**src/rtl/irq_sequencer.sv**
```systemverilog
// Interrupt/reset sequencer: injects BRK (8'h00) at sync for reset, NMI or unmasked IRQ; stalls core on WAI/STP.
// DB_out/hold are combinational in the sync cycle; nmi_n/irq_n see SYNC_STAGES flops, NMI edge one more.
module irq_sequencer #(
  parameter int         SYNC_STAGES = 2,
  parameter logic [7:0] NMI_VEC     = 8'hFA,
  parameter logic [7:0] RST_VEC     = 8'hFC,
  parameter logic [7:0] IRQ_VEC     = 8'hFE
) (
  input  logic       clk,
  input  logic       reset,
  input  logic       sync,
  input  logic [7:0] DB_in,
  output logic [7:0] DB_out,
  input  logic       nmi_n,
  input  logic       irq_n,
  input  logic       i_flag,
  input  logic       wai,
  input  logic       stp,
  input  logic       vec_ack,
  output logic       hold,
  output logic [7:0] vec_lo,
  output logic       b_flag,
  output logic       rdy
);

  typedef enum logic [1:0] {ST_RUN = 2'd0, ST_WAIT = 2'd1, ST_STOP = 2'd2} state_t;
  typedef enum logic [1:0] {SRC_RST = 2'd0, SRC_NMI = 2'd1, SRC_IRQ = 2'd2, SRC_BRK = 2'd3} src_t;

  state_t state_q, state_d;
  src_t   src_q, src_d;

  logic [SYNC_STAGES-1:0] nmi_sync, irq_sync;
  logic                   nmi_s, irq_s, nmi_s_q;
  logic                   nmi_edge, irq_req, pending;
  logic                   rst_pend, nmi_pend;

  assign nmi_s    = nmi_sync[SYNC_STAGES-1];
  assign irq_s    = irq_sync[SYNC_STAGES-1];
  assign nmi_edge = nmi_s_q & ~nmi_s;
  assign irq_req  = ~irq_s & ~i_flag;
  assign pending  = rst_pend | nmi_pend | irq_req;

  always_ff @(posedge clk) begin
    if (!reset) begin
      nmi_sync <= '1;
      irq_sync <= '1;
      nmi_s_q  <= 1'b1;
    end else begin
      nmi_sync <= {nmi_sync[SYNC_STAGES-2:0], nmi_n};
      irq_sync <= {irq_sync[SYNC_STAGES-2:0], irq_n};
      nmi_s_q  <= nmi_s;
    end
  end

  // A new NMI edge outranks the acknowledge of the previous one.
  always_ff @(posedge clk) begin
    if (!reset) begin
      rst_pend <= 1'b1;
      nmi_pend <= 1'b0;
      src_q    <= SRC_RST;
    end else begin
      rst_pend <= rst_pend & ~(vec_ack && src_q == SRC_RST);
      nmi_pend <= nmi_edge | (nmi_pend & ~(vec_ack && src_q == SRC_NMI));
      src_q    <= src_d;
    end
  end

  always_ff @(posedge clk) begin
    if (!reset) state_q <= ST_RUN;
    else        state_q <= state_d;
  end

  always_comb begin
    state_d = state_q;
    unique case (state_q)
      ST_RUN: begin
        if (stp)      state_d = ST_STOP;
        else if (wai) state_d = ST_WAIT;
      end
      // Wake ignores i_flag; a masked IRQ simply resumes after WAI.
      ST_WAIT: if (nmi_pend || !irq_s) state_d = ST_RUN;
      ST_STOP: state_d = ST_STOP;
      default: state_d = ST_RUN;
    endcase
  end

  always_comb begin
    DB_out = DB_in;
    hold   = 1'b0;
    rdy    = (state_q == ST_RUN);
    src_d  = src_q;
    if (!reset) begin
      rdy = 1'b1;
    end else if (state_q != ST_RUN) begin
      hold = 1'b1;
    end else if (sync) begin
      if (pending) begin
        DB_out = 8'h00;
        hold   = 1'b1;
        if (rst_pend)      src_d = SRC_RST;
        else if (nmi_pend) src_d = SRC_NMI;
        else               src_d = SRC_IRQ;
      end else if (DB_in == 8'h00) begin
        src_d = SRC_BRK;
      end
    end
    unique case (src_q)
      SRC_RST: vec_lo = RST_VEC;
      SRC_NMI: vec_lo = NMI_VEC;
      default: vec_lo = IRQ_VEC;
    endcase
    b_flag = (src_q == SRC_BRK);
  end

endmodule
```
**config.mk**
```make
export PLATFORM = sky130hd
export DESIGN_NAME = irq_sequencer
export DESIGN_NICKNAME = d
export VERILOG_FILES = /design/src/rtl/irq_sequencer.sv
export SDC_FILE = /design/constraint.sdc
export NUM_CORES = 1
export LEC_CHECK = 0
export BUFFER_PORTS_ARGS = -buffer_cell sky130_fd_sc_hd__clkbuf_2
export CAP_MARGIN = 10
export CORE_UTILIZATION = 28
export CTS_CLUSTER_SIZE = 10
export DETAILED_ROUTE_END_ITERATION = 6
export PLACE_DENSITY = 0.67
export REMOVE_ABC_BUFFERS = 1
export SYNTH_ARGS = -nofsm -noshare
export SYNTH_HDL_FRONTEND = slang
export SYNTH_SLANG_ARGS = --single-unit
```
**constraint.sdc**
```tcl
create_clock -name clk -period 1.5 [get_ports clk]
set_input_delay 0.225 -clock clk [delete_from_list [all_inputs] [get_ports clk]]
set_output_delay 0.225 -clock clk [all_outputs]
set_load 0.01 [all_outputs]
```
==> implementation parameters <==
Parameter                              Value

Critical path
  Peak fanout along the critical path ... 8
  Critical-path cell with the highest stage delay ... dfxtp_2
  Worst Path Required ... 1.27 ns
  Crit end category ... output port
  Critical path start-end classification ... reg -> out
  CP peak stage delay ... between 0.3 and 0.4 ns
  CP Launch Type ... register
  Worst endpoint data arrival time ... between 1 and 1.5 ns
  Critical Path, Cell by Cell ... nor2_4, o311ai_4, nor3_4, nor2b_1, buf_2

Floorplan
  Total Die Area ... 2230 um2
  Initial Utilization ... a little under a third
  Core Region ... 1820 um2
  Number of ports placed on the die boundary ... 36
  Die W ... 47.2 um
  Die Span Y ... between 40 and 50 um
  Number of standard-cell rows in the floorplan ... 15

Logic synthesis
  Sequential cell area fraction in the yosys report ... about two fifths
  Main area contributors after synthesis ... dfxtp_1 39%, nor2b_1 9.8%, buf_4 7.9%, nand2b_1 7.7%, nor2_1 3.3%
  Synthesized area divided by synthesized cell count ... just under 9 um2
  Dominant cell type by area after synthesis ... dfxtp_1
  Synthesized instance count ... 66
  Area of the mapped netlist ... 572 um2
  Flip-flop and latch count after synthesis ... 11
  Synth warn ... 0
  Number of library cell types mapped by synthesis ... 26
  Share of Yosys cell area claimed by the top area cell type ... 38.5%

Global routing
  Total routing resource utilization after global routing ... 11.3%
  Vias in the first global route ... 456
  Global-route wire length before repair ... roughly 1700 um
  Antenna violations before repair ... 0
  Maximum number of pins on one net before global-route repair ... 10
  Final global-route overflow total ... 0

Detailed routing
  Antenna Violating Nets Remaining ... 0
  Total via count after detailed routing ... around 570
  Average via count per standard cell ... 4.54
  WL final ... 1170 um
  Number of DRC markers in iteration 0 ... 1
  Drc violations ... 0
  Initial DRT Pass Iterations ... 3
  Routed length per placed instance ... approximately 9.4 um

Power and ir drop
  Leakage power ... about 0.36 nW
  Share of total power in sequential cells ... about half
  Switching power as a share of total power ... between 20 and 30%
  Overall Power ... 652 uW
  Net switching power ... between 150 and 200 uW
  Internal Power ... about 470 uW
  Maximum VDD drop ... 475 uV
  Combinational share of power ... between 20% and 30%
  Clock network fraction of design power ... between 30% and 40%
  Power per standard cell area ... ~830 nW/um2

Finish
  Design Area, Final ... ~790 um2
  Antenna cells ... 0
  Ratio of cells with drive above 1 in the final layout ... a little over two fifths
  Area taken by flip-flops and latches ... between 200 and 250 um2
  Syn-to-layout area delta ... 37.9%
  Filler instances ... between 150 and 200
  Footprint of the multi-input gates ... around 330 um2
  Nets ... roughly 120
  Core Util, Final ... ~43%

Clock network
  TritonCTS Buffers ... 3
  Buffer type at the clock tree root ... clkbuf_4
  Clock-pin transition on the worst setup and hold timing paths ... approximately 0.060 ns
  Max H-tree Level ... 1
  CTS tree ... yes
  Number of clock sinks ... 11
  Clock Latency Late Sink ... 0.26 ns
  Max Root-Sink Buffers ... 2

Timing
  F_max ... roughly 0.65 GHz
  Setup Skew ... 0.000599 ns
  RSZ-0062 raised after global routing ... yes
  Final cycle utilization of the critical path ... 102%
  Worst-case setup margin in the final layout ... -0.0323 ns
  Final Setup Violations ... 8
  Remaining max-slew budget at the tightest pin ... roughly three fifths
  Transition time at the pin with the least slew margin ... approximately 0.56 ns
  Shortest period the worst path allows ... ~1.5 ns
  Count of final max-slew check failures ... 0
  Number of failing hold endpoints at the final stage ... 0
  Hold Slack ... about 0.14 ns

Placement
  Port bufs ... 29
  Pre-CTS setup slack ... approximately 0.072 ns
  Placed inst area ... 726 um2
  Final weighted congestion in routability-driven placement ... 0.720
  Post-DP HPWL ... approximately 970 um

Job
  Number of violations of the max-capacitance limit ... 0

Outcome
  Status ... complete, but fails checks
  Failing checks ... negative setup slack

Min path
  Class of the tightest hold or removal check ... in -> reg
[what timing repair did]
item | in CTS | in global routing
hold buffers | 0 | 0
buffers inserted | 1 | 1
cloned | 0 | 0
resized for setup | 6 | 5
pin swaps | 2 | 2
setup endpoints to repair | 8 | 8
[layer usage]
metal	part of all wire [%]	up-vias	wire, um	track usage (%)
met2	48	31	557	20.6
met4	0	0	0	3.43
li1	-	287	-	-
met5	0	-	0	0
met3	10	0	122	6.15
met1	42	249	490	10.9
[power by group through the flow]
stage               registers [mW]  logic [mW]  clock network (mW)
global placement             0.328       0.123                   0
floorplan                    0.325      0.0691                   0
finish                       0.325       0.131               0.196
global route                 0.327       0.149               0.219
CTS                          0.325       0.131               0.206
detailed placement           0.329       0.126                   0
[metrics by stage]
step / instances / TNS [ns]
floorplan: 64 / 0
global placement: 119 / 0
detailed placement: 119 / 0
CTS: 124 / -0.921
global route: 125 / -1.24
finish: 125 / -0.224
[cells by family (layout without fill, tap and decap cells)]
logic type             after synthesis  in the layout  share of synthesized area, %
other                                2              6                          1.31
buffers and inverters                8             38                          9.19
AOI/OAI and AO/OA                   11             11                          16.2
and+or+nand+nor                     34             34                          34.8
DFF                                 11             11                          38.5
[synthesized netlist by cell type, drive strengths merged]
master and number:
nor3 3, nor2 5, nand2 4, o311ai 1
inv 2, nand2b 7, o21ai 2, a211oi 2
or2 1, a211o 1, a2111oi 1, a21oi 1
and2 1, o211ai 1, or3 1, o31ai 1
a32oi 1, nand3b 1, nor4 2, dfxtp 11
nor2b 9, buf 6, conb 2
[area by class of cell]
type / count / area share [%]
clock buffer: 4 / 3.33
inverter: 2 / 0.952
multi-input combinational: 51 / 42.1
sequential: 11 / 28.4
tap: 25 / 3.97
timing repair buffer: 32 / 21.3
[state kept, by name (all words and copies together) (netlist names)]
register,flops
nmi_pend,1
state_q,2
nmi_s_q,1
nmi_sync,2
src_q,2
rst_pend,1
irq_sync,2
[layout by cell type, fill, tap and decap left out, types with 2 or more instances in the layout]
cell,n
nand2_1,4
nor2b_1,9
o21ai_0,2
clkbuf_2,24
clkbuf_4,3
buf_4,3
dfxtp_2,3
nor4_1,2
nand2b_1,7
nor3_1,2
buf_2,5
nor2_1,4
conb_1,6
dfxtp_1,8
[final timing paths]
check | from | to | slack (ns) | depth (start not counted)
hold / removal | irq_n | irq_sync[0] | 0.14 | 2
hold reg to reg | nmi_sync[0] | nmi_sync[1] | 0.41 | 1
setup / recovery | irq_sync[1] | DB_out[0] | -0.03 | 5
setup reg to reg | irq_sync[1] | src_q[0] | 0.10 | 6
[critical path, delay by kind of cell (launching register included)]
family                 cells  cell delay (ns)
DFF                        1             0.34
and+or+nand+nor            3             0.46
buffers and inverters      1             0.15
AOI/OAI and AO/OA          1             0.10
Note: power is estimated with default switching activity, not from simulation.
